[config.mk]
export PLATFORM = sky130hd
export DESIGN_NAME = exynos4412_supervisor
export DESIGN_NICKNAME = d
export VERILOG_FILES = /design/src/rtl/exynos4412_supervisor.sv
export SDC_FILE = /design/constraint.sdc
export NUM_CORES = 1
export LEC_CHECK = 0
export CORE_ASPECT_RATIO = 1.2
export CORE_MARGIN = 4
export CORE_UTILIZATION = 47
export DETAILED_ROUTE_END_ITERATION = 8
export GPL_ROUTABILITY_DRIVEN = 1
export PLACE_DENSITY = 0.68
export SETUP_SLACK_MARGIN = 0.15
export SYNTH_ARGS = -nofsm -noshare
export SYNTH_HDL_FRONTEND = slang
export SYNTH_SLANG_ARGS = --single-unit
[constraint.sdc]
create_clock -name sysclk -period 7.45 [get_ports sysclk]
set_clock_uncertainty 0.05 [all_clocks]
set_input_delay 1.49 -clock sysclk [delete_from_list [all_inputs] [get_ports sysclk]]
set_output_delay 1.49 -clock sysclk [all_outputs]
set_load 0.01 [all_outputs]
[src/rtl/exynos4412_supervisor.sv]
// ---------------------------------------------------------------------------
// exynos4412_supervisor
//
// Supervises the enable input of the Exynos4412 power sequencer. After
// power-up it holds the CPU off for a settling period and then enables it.
// While the CPU runs, the supervisor watches the CPU heartbeat GPIO and the
// shutdown-request GPIO. It drops enable on a clean shutdown request, on
// loss of board power, or on a watchdog/boot-grace fault. After a fault it
// restarts automatically. Once MAX_RESTARTS consecutive faults have been
// restarted, the next fault locks the CPU out until power_good cycles.
//
// All timing is counted in ticks. A free-running sysclk prescaler produces
// one tick every TICK_DIV cycles (100us with the default parameters).
//
// Ports
//   sysclk           in   1  system clock
//   reset            in   1  asynchronous, active-high reset
//   power_good       in   1  board rails good (asynchronous, synchronised here)
//   cpu_heartbeat    in   1  CPU GPIO that toggles while the CPU is alive (async)
//   cpu_shutdown_req in   1  CPU GPIO, high = request power-off (async)
//   enable           out  1  sequencer enable, registered
//   fault            out  1  set by a watchdog/grace fault, cleared on entry to RUNNING
//   lockout          out  1  high while in LOCKOUT, registered
//   restart_count    out  2  consecutive fault restarts (saturates at 3)
//   state            out  3  current FSM state, for debug
// ---------------------------------------------------------------------------
module exynos4412_supervisor #(
    parameter int unsigned TICK_DIV         = 500,
    parameter int unsigned TIMER_W          = 20,
    parameter int unsigned STARTUP_TICKS    = 100,
    parameter int unsigned BOOT_GRACE_TICKS = 300000,
    parameter int unsigned HB_TIMEOUT_TICKS = 10000,
    parameter int unsigned OFF_TICKS        = 500,
    parameter int unsigned DEBOUNCE_TICKS   = 10,   // must be at least 1
    parameter int unsigned STABLE_TICKS     = 600000,
    parameter int unsigned MAX_RESTARTS     = 3     // 1..3
) (
    input  logic       sysclk,
    input  logic       reset,
    input  logic       power_good,
    input  logic       cpu_heartbeat,
    input  logic       cpu_shutdown_req,
    output logic       enable,
    output logic       fault,
    output logic       lockout,
    output logic [1:0] restart_count,
    output logic [2:0] state
);

    // -----------------------------------------------------------------------
    // State encoding (codes 6 and 7 are illegal and fall back to STARTUP)
    // -----------------------------------------------------------------------
    localparam logic [2:0] S_STARTUP  = 3'd0;
    localparam logic [2:0] S_BOOT     = 3'd1;
    localparam logic [2:0] S_RUNNING  = 3'd2;
    localparam logic [2:0] S_SHUTDOWN = 3'd3;
    localparam logic [2:0] S_HALTED   = 3'd4;
    localparam logic [2:0] S_LOCKOUT  = 3'd5;

    // Reason latched on entry to SHUTDOWN; decides where SHUTDOWN exits to.
    localparam logic [1:0] CAUSE_CLEAN = 2'd0;
    localparam logic [1:0] CAUSE_PWR   = 2'd1;
    localparam logic [1:0] CAUSE_FAULT = 2'd2;

    localparam int unsigned PRE_W = (TICK_DIV > 1) ? $clog2(TICK_DIV) : 1;

    localparam logic [PRE_W-1:0]   PRE_LAST     = PRE_W'(TICK_DIV - 1);
    localparam logic [TIMER_W-1:0] STARTUP_T    = TIMER_W'(STARTUP_TICKS);
    localparam logic [TIMER_W-1:0] BOOT_GRACE_T = TIMER_W'(BOOT_GRACE_TICKS);
    localparam logic [TIMER_W-1:0] HB_TIMEOUT_T = TIMER_W'(HB_TIMEOUT_TICKS);
    localparam logic [TIMER_W-1:0] OFF_T        = TIMER_W'(OFF_TICKS);
    localparam logic [TIMER_W-1:0] DEBOUNCE_T   = TIMER_W'(DEBOUNCE_TICKS);
    localparam logic [TIMER_W-1:0] STABLE_T     = TIMER_W'(STABLE_TICKS);
    localparam logic [1:0]         MAX_RC       = 2'(MAX_RESTARTS);

    // -----------------------------------------------------------------------
    // Tick prescaler: counts 0..TICK_DIV-1, tick is high while at TICK_DIV-1
    // -----------------------------------------------------------------------
    logic [PRE_W-1:0] pre_cnt;
    logic             tick;

    assign tick = (pre_cnt == PRE_LAST);

    // NOTE: sequential state is always written with non-blocking assignments so
    // every flop samples the pre-edge value of every other flop.
    always_ff @(posedge sysclk or posedge reset) begin
        if (reset) begin
            pre_cnt <= '0;
        end else if (tick) begin
            pre_cnt <= '0;
        end else begin
            pre_cnt <= pre_cnt + 1'b1;
        end
    end

    // -----------------------------------------------------------------------
    // Two-flop synchronisers for the asynchronous board/CPU inputs
    // -----------------------------------------------------------------------
    logic [1:0] pg_sync;
    logic [1:0] hb_sync;
    logic [1:0] req_sync;
    logic       hb_prev;

    always_ff @(posedge sysclk or posedge reset) begin
        if (reset) begin
            pg_sync  <= '0;
            hb_sync  <= '0;
            req_sync <= '0;
            hb_prev  <= 1'b0;
        end else begin
            pg_sync  <= {pg_sync[0], power_good};
            hb_sync  <= {hb_sync[0], cpu_heartbeat};
            req_sync <= {req_sync[0], cpu_shutdown_req};
            hb_prev  <= hb_sync[1];
        end
    end

    logic pg_s;
    logic req_s;
    logic hb_edge;

    assign pg_s    = pg_sync[1];
    assign req_s   = req_sync[1];
    // Either heartbeat edge counts as a sign of life.
    assign hb_edge = hb_sync[1] ^ hb_prev;

    // -----------------------------------------------------------------------
    // Timers and FSM registers
    // -----------------------------------------------------------------------
    logic [TIMER_W-1:0] state_timer;
    logic [TIMER_W-1:0] hb_timer;
    logic [TIMER_W-1:0] deb_cnt;
    logic [1:0]         cause;
    logic               lock_pend;   // this fault exhausts the restart budget

    logic               cpu_on;      // BOOT or RUNNING: CPU powered
    logic               req_ok;

    assign cpu_on = (state == S_BOOT) || (state == S_RUNNING);
    // deb_cnt saturates at DEBOUNCE_TICKS and clears as soon as the request
    // drops, so reaching the limit means that many consecutive ticks high.
    assign req_ok = (deb_cnt >= DEBOUNCE_T);

    // -----------------------------------------------------------------------
    // Next-state logic
    // -----------------------------------------------------------------------
    logic [2:0] state_nxt;
    logic [1:0] cause_nxt;
    logic       lock_pend_nxt;
    logic       fault_nxt;
    logic [1:0] rc_nxt;
    logic       timeout;

    always_comb begin
        // NOTE: every output of this block gets a default first, so no path
        // leaves one unassigned and no latch is inferred.
        state_nxt     = state;
        cause_nxt     = cause;
        lock_pend_nxt = lock_pend;
        fault_nxt     = fault;
        rc_nxt        = restart_count;
        timeout       = (state == S_BOOT) ? (state_timer == BOOT_GRACE_T)
                                          : (hb_timer == HB_TIMEOUT_T);

        case (state)
            S_STARTUP: begin
                // Timer is held at 0 while power is bad, so this only fires
                // after STARTUP_TICKS of good power.
                if (pg_s && (state_timer == STARTUP_T)) begin
                    state_nxt = S_BOOT;
                end
            end

            S_BOOT, S_RUNNING: begin
                if (!pg_s) begin
                    state_nxt = S_SHUTDOWN;
                    cause_nxt = CAUSE_PWR;
                end else if (req_ok) begin
                    state_nxt = S_SHUTDOWN;
                    cause_nxt = CAUSE_CLEAN;
                end else if (timeout) begin
                    state_nxt = S_SHUTDOWN;
                    cause_nxt = CAUSE_FAULT;
                    fault_nxt = 1'b1;
                    // The count before this fault is the number of restarts
                    // already taken; once that reaches the budget, lock out.
                    lock_pend_nxt = (restart_count >= MAX_RC);
                    rc_nxt        = (restart_count == 2'd3) ? 2'd3
                                                            : restart_count + 2'd1;
                end else if ((state == S_BOOT) && hb_edge) begin
                    state_nxt = S_RUNNING;
                    fault_nxt = 1'b0;
                end else if ((state == S_RUNNING) && (state_timer == STABLE_T)) begin
                    // Long enough without trouble: the fault streak is over.
                    rc_nxt = 2'd0;
                end
            end

            S_SHUTDOWN: begin
                // Power loss here is ignored: the sequencer still needs its
                // full off time before any re-enable.
                if (state_timer == OFF_T) begin
                    case (cause)
                        CAUSE_CLEAN: begin
                            state_nxt = S_HALTED;
                            rc_nxt    = 2'd0;
                        end
                        CAUSE_FAULT: begin
                            state_nxt = lock_pend ? S_LOCKOUT : S_STARTUP;
                        end
                        default: begin
                            state_nxt = S_STARTUP;
                        end
                    endcase
                end
            end

            S_HALTED: begin
                // Leave only after power_good has been seen low on a tick.
                if (tick && !pg_s) begin
                    state_nxt = S_STARTUP;
                end
            end

            S_LOCKOUT: begin
                if (tick && !pg_s) begin
                    state_nxt = S_STARTUP;
                    rc_nxt    = 2'd0;
                end
            end

            default: begin
                state_nxt = S_STARTUP;
            end
        endcase
    end

    // -----------------------------------------------------------------------
    // State, timers and registered outputs
    // -----------------------------------------------------------------------
    always_ff @(posedge sysclk or posedge reset) begin
        if (reset) begin
            state         <= S_STARTUP;
            cause         <= CAUSE_CLEAN;
            lock_pend     <= 1'b0;
            state_timer   <= '0;
            hb_timer      <= '0;
            deb_cnt       <= '0;
            fault         <= 1'b0;
            restart_count <= 2'd0;
            enable        <= 1'b0;
            lockout       <= 1'b0;
        end else begin
            state         <= state_nxt;
            cause         <= cause_nxt;
            lock_pend     <= lock_pend_nxt;
            fault         <= fault_nxt;
            restart_count <= rc_nxt;

            // Enable and lockout follow the state one cycle later.
            enable  <= cpu_on;
            lockout <= (state == S_LOCKOUT);

            // State timer: restarts on every state change, saturates.
            if (state_nxt != state) begin
                state_timer <= '0;
            end else if ((state == S_STARTUP) && !pg_s) begin
                state_timer <= '0;
            end else if (tick && (state_timer != '1)) begin
                state_timer <= state_timer + 1'b1;
            end

            // Heartbeat watchdog: only meaningful in RUNNING; any heartbeat
            // edge restarts it regardless of tick phase.
            if ((state != S_RUNNING) || hb_edge) begin
                hb_timer <= '0;
            end else if (tick && (hb_timer != '1)) begin
                hb_timer <= hb_timer + 1'b1;
            end

            // Shutdown-request debounce, live only while the CPU is powered.
            if (!cpu_on || !req_s) begin
                deb_cnt <= '0;
            end else if (tick && (deb_cnt < DEBOUNCE_T)) begin
                deb_cnt <= deb_cnt + 1'b1;
            end
        end
    end

endmodule

== Word-level counts from Yosys, hierarchy flattened ==
Index checks and enable logic that the tools add are counted.

* Logic and storage cells: 111
* Input port bits: 5
* Output and inout bits: 8
* Register bits: 87

* Equal/unequal tests: 25
* Order comparisons: 3
* Bitwise operators: 2
* Reduce and logical (&&, ||, !) cells: 27
* $add $sub $neg: 5
* Muxes and demuxes: 34

{| class="wikitable"
|+ Operator list
! kind !! count
|-
| $mux 20 || 7
|-
| $add 20x1->20 const B || 3
|-
| $ne 20x20->1 const B || 2
|-
| $mux 2 || 12
|-
| $mux 3 || 8
|-
| $eq 20x14->1 const B || 1
|-
| $eq 20x19->1 const B || 1
|-
| $eq 20x20->1 const B || 1
|-
| $eq 20x7->1 const B || 1
|-
| $eq 20x9->1 const B || 1
|-
| $ge 20x4->1 const B || 1
|-
| $lt 20x4->1 const B || 1
|-
| $pmux 3 s4 || 1
|-
| $ne 2x2->1 const B || 5
|-
| $add 9x1->9 const B || 1
|-
| $eq 9x9->1 const B || 1
|-
| $mux 9 || 1
|-
| $logic_and 1x1->1 || 8
|-
| $reduce_and 4->1 || 2
|-
| $reduce_and 8->1 || 1
|-
| $eq 3x2->1 const B || 2
|-
| $eq 3x3->1 const B || 2
|-
| $ne 3x3->1 const B || 2
|-
| $pmux 2 s3 || 1
|-
| other kinds (19) || 30
|}

== Longest topological paths before layout ==
* Depth after elaboration: 9
* Depth in mapped cells: 9

== Worst setup path before layout ==
Ideal clock, no wire load.

* Kind: register -> register
* From: register state[1]
* To: register state_timer[10]
* Stages on the path, launching flop included: 9
* Buffers on the path: 2
* Arrival: 2.292 ns
* Slack: 5.021 ns
* Required time: 7.313 ns
* Path through: dfrtp_1 buf_6 or3b_4 or4_4 o2bb2ai_4 o21ai_2 a31o_1 buf_6 a211oi_2

* Longest elaborated chain between the ends: 9
* Elaborated cells on any way between the ends: 23

{| class="wikitable"
|+ Ends and longest elaborated chain
! what !! line !! text
|-
| start, declared || 47 || <nowiki>output logic [2:0] state</nowiki>
|-
| start signal, assigned || 254 || <nowiki>state <= state_nxt;</nowiki>
|-
| $eq 3x1->1 || 162, 165, 190 ||
|-
| $logic_and 1x1->1 || 190 || <nowiki>end else if ((state == S_BOOT) && hb_edge) begin</nowiki>
|-
| $mux 3 || 190 ||
|-
| $mux 3 || 181 || <nowiki>end else if (timeout) begin</nowiki>
|-
| $mux 3 || 178 || <nowiki>end else if (req_ok) begin</nowiki>
|-
| $mux 3 || 175 || <nowiki>if (!pg_s) begin</nowiki>
|-
| $pmux 3 s4 || 165 || <nowiki>case (state)</nowiki>
|-
| $ne 3x3->1 || 265 || <nowiki>if (state_nxt != state) begin</nowiki>
|-
| $reduce_bool 3->1 (no line) / $mux 20 (equally long branches) || n/a ||
|-
| end signal, assigned || 270 || <nowiki>state_timer <= state_timer + 1'b1;</nowiki>
|-
| end, declared || 130 || <nowiki>logic [TIMER_W-1:0] state_timer;</nowiki>
|}

Parallel ways exist; a longest one is shown, timed or not.
A chain may end at the register's enable or synchronous reset.

== Worst setup path after layout ==
* From: register state[1]
* To: output port state[1]

No word-level cell between the ends.

==> results.toml <==
[drt]
drc = 0
drt-initial-drc-count = 196
antenna_left = 0
viasPerCell = 5.70
vias = 3324
drt_wl_total_um = 9210
wire_per_inst_um = 15.8
dr.pass1.iters = 4

[clocking]
insertion_delay_ns = 0.35
cts_sinks = 87
hold_buffers = 0
cts_buffers = 9
post_cts_resized = 0
cts.clk_slew.worst_paths_ns = 0.07
postCtsSetupRepairBufs = 0
cts_tree = "yes"
clock_path_buffers = 2
h-tree-depth = 3
root_buffer = "clkbuf_16"

[placed_design]
io_buffers = 12
place_area_mm2 = 0.00481
dp_hpwl_um = 6370
gp_congestion = 0.813

[final_layout]
drive_gt1_frac = 0.122
layout_commonest_cell = "dfrtp_1"
fin_area_mm2 = 0.00513
antenna_cells = 0
finalNetCount = 467
final_util = 0.536
register_area_mm2 = 0.00218
final_cell_mix = "87 x dfrtp_1, 42 x nor2_1, 38 x nand2_1"
multiInputGateArea_mm2 = 0.00226
syn_to_final_growth_pct = 11.0
n_fill_cell = 890

[floorplan]
chipHeight_um = 117
start_util = 0.483
rows = 39
die_x_um = 98.5
dieArea_mm2 = 0.0115
pin_count = 13
core_area_mm2 = 0.00956

[setup_path]
path_cells = "clkdlybuf4s50_1"
path_class = "reg -> out"
reg2reg_to = "state_timer[6]$_DFFE_PP0P_"
arrival_ns = 1.69
reg2regPathDepth = 6
worstReg2RegStart = "state[1]$_DFF_PP0_"
rrSetupSlack_ns = 4.45
cp_data_required_time_ns = 5.91
path_max_fanout = 19
end_kind = "primary output"
start_kind = "register"
cp_top_family = "flip-flops"
path_buf_inv = 1
crit_path_top_delay_cell = "dfrtp_1"
slowest_delay_ns = 0.70

[synthesis]
post_synth_num_cell_types = 59
yosysTopAreaCell = "dfrtp_1"
ys.flop_type = "dfrtp_1"
synth_cells = 450
synth_fp_nets = 462
ys_ff_latch = 87
ys_seq_area_frac = 0.471
yosys_warnings = 0
synth.top_cell.area_share = 0.471
avgSynthCellArea_um2 = 10.3
ys_async_sr_fraction = 1.00
synth-edff-count = 0
syn_area_mm2 = 0.00462
synth_area_leaders = "dfrtp_1 47%, a211oi_2 6.0%, xor2_1 4.4%"

[timing]
fmax_ghz = 0.309
finalCritPeriodShare = 0.434
slew_headroom = 0.247
setup_tns_ns = 0
finalSetupViolations = 0
finalHoldViolCount = 0
fin_crit_ns = 3.23
drv_slew = 0
rsz0062_at_grt = "false"
worst_pin_slew_ns = 1.10

[power_and_ir_drop]
clkPwrFrac = 0.488
switching_share = 0.227
seqPwrFrac = 0.493
ir_drop_uv = 113
p_switching_uw = 219
share_comb_of_total_power = 0.019
leakage_uw = 0.00205
power_uw = 965
power.internal_uw = 746
power_density_mw_per_mm2 = 188

[grt]
grt_max_degree = 88
grt_util_all_layers = 0.175
grt_pass1_vias = 3401
grt.overflow.total = 0
grt_pass1_wl_um = 16000
antenna_found_initial = 0

[min_path]
whs_endpoint = "hb_sync[1]$_DFF_PP0_"
worstHoldStart = "hb_sync[0]$_DFF_PP0_"
holdPathStages = 0
hold_class = "reg -> reg"

[run]
cap_violations = 0

[status]
outcome = "complete, no violations"
-- how the worst max path moves through the flow --
stage               slack [ns]  depth (start not counted)                  startpoint                     endpoint
global placement          4.49                          3                       reset  state_timer[15]$_DFFE_PP0P_
CTS                       4.22                          1          state[1]$_DFF_PP0_                     state[1]
detailed placement        4.42                          7  state_timer[0]$_DFFE_PP0P_  state_timer[18]$_DFFE_PP0P_
global route              4.05                          7  state_timer[1]$_DFFE_PP0P_  state_timer[10]$_DFFE_PP0P_
floorplan                 3.66                          1                       reset         cause[0]$_DFFE_PP0P_
finish                    4.22                          1          state[1]$_DFF_PP0_                     state[1]
-- worst reg2reg max path, stage by stage, from the launching register on --
cell and delay (ns):
dfrtp_1 0.59, or3b_4 0.51, and4_1 0.24, o2bb2ai_4 0.17, o21ai_2 0.20, a31o_1 0.91, a211oi_2 0.17
-- synthesized netlist by cell type, drive strengths merged, types with 3 or more instances --
cell      n
xor2     23
nor3      8
a2111oi   3
ha        7
or4       3
a21oi     9
dfrtp    87
buf       8
nor4b     5
inv      18
clkbuf   14
nor4     10
nand4    21
and3     21
and4      9
nand2    38
nor2     42
nand3    19
xnor2    20
a211oi   23
o21ai    13
o211ai    4
o31ai     3
or3       5
-- state kept, by name (all words and copies together), names as in the netlist --
name	count
fault	1
hb_prev	1
state	3
deb_cnt	20
hb_timer	20
req_sync	2
enable	1
hb_sync	2
restart_count	2
cause	2
lock_pend	1
lockout	1
pre_cnt	9
pg_sync	2
state_timer	20
-- kinds of logic (layout without fill, tap and decap cells) --
kind of cell / after synthesis / in the layout / share of synthesized area
mux: 2 / 2 / 0.00433
flops: 87 / 87 / 0.471
fa+ha+maj: 7 / 7 / 0.0189
simple gates: 197 / 197 / 0.235
compound gates: 74 / 74 / 0.149
buf+inv: 40 / 50 / 0.0401
xor+xnor: 43 / 43 / 0.0815
-- final cells by class --
class / instances / share of cell area
clock buffers: 9 / 0.0439
clock inverters: 7 / 0.0178
inverters: 18 / 0.0134
multi-input cells: 323 / 0.441
flip-flops and latches: 87 / 0.424
well taps: 123 / 0.0300
repair buffers: 16 / 0.0293
-- metrics by stage --
step / hold slack, ns / instances / setup WS, ns
final: 0.299 / 583 / 4.22
after global routing: 0.312 / 583 / 4.05
after CTS: 0.301 / 583 / 4.22
after detailed placement: 0.286 / 567 / 4.42
after global placement: 0.282 / 567 / 4.49
after floorplan: 0.281 / 450 / 3.66
-- power by group through the flow --
stage	clock network (uW)	logic, uW	registers [uW]
after global routing	502	20.9	476
after global placement	0	18.8	485
after detailed placement	0	18.9	485
final	471	18.0	476
after CTS	482	18.9	476
after floorplan	0	12.6	484
-- layer usage --
| metal | GRT usage | up-vias | share of wire |
|---|---|---|---|
| met5 | 0 | - | 0 |
| met4 | 0.0820 | 0 | 0.028 |
| met3 | 0.0352 | 19 | 0.030 |
| met2 | 0.300 | 38 | 0.51 |
| met1 | 0.213 | 1625 | 0.44 |
| li1 | - | 1642 | - |
Power figures use the tool's default switching activity.
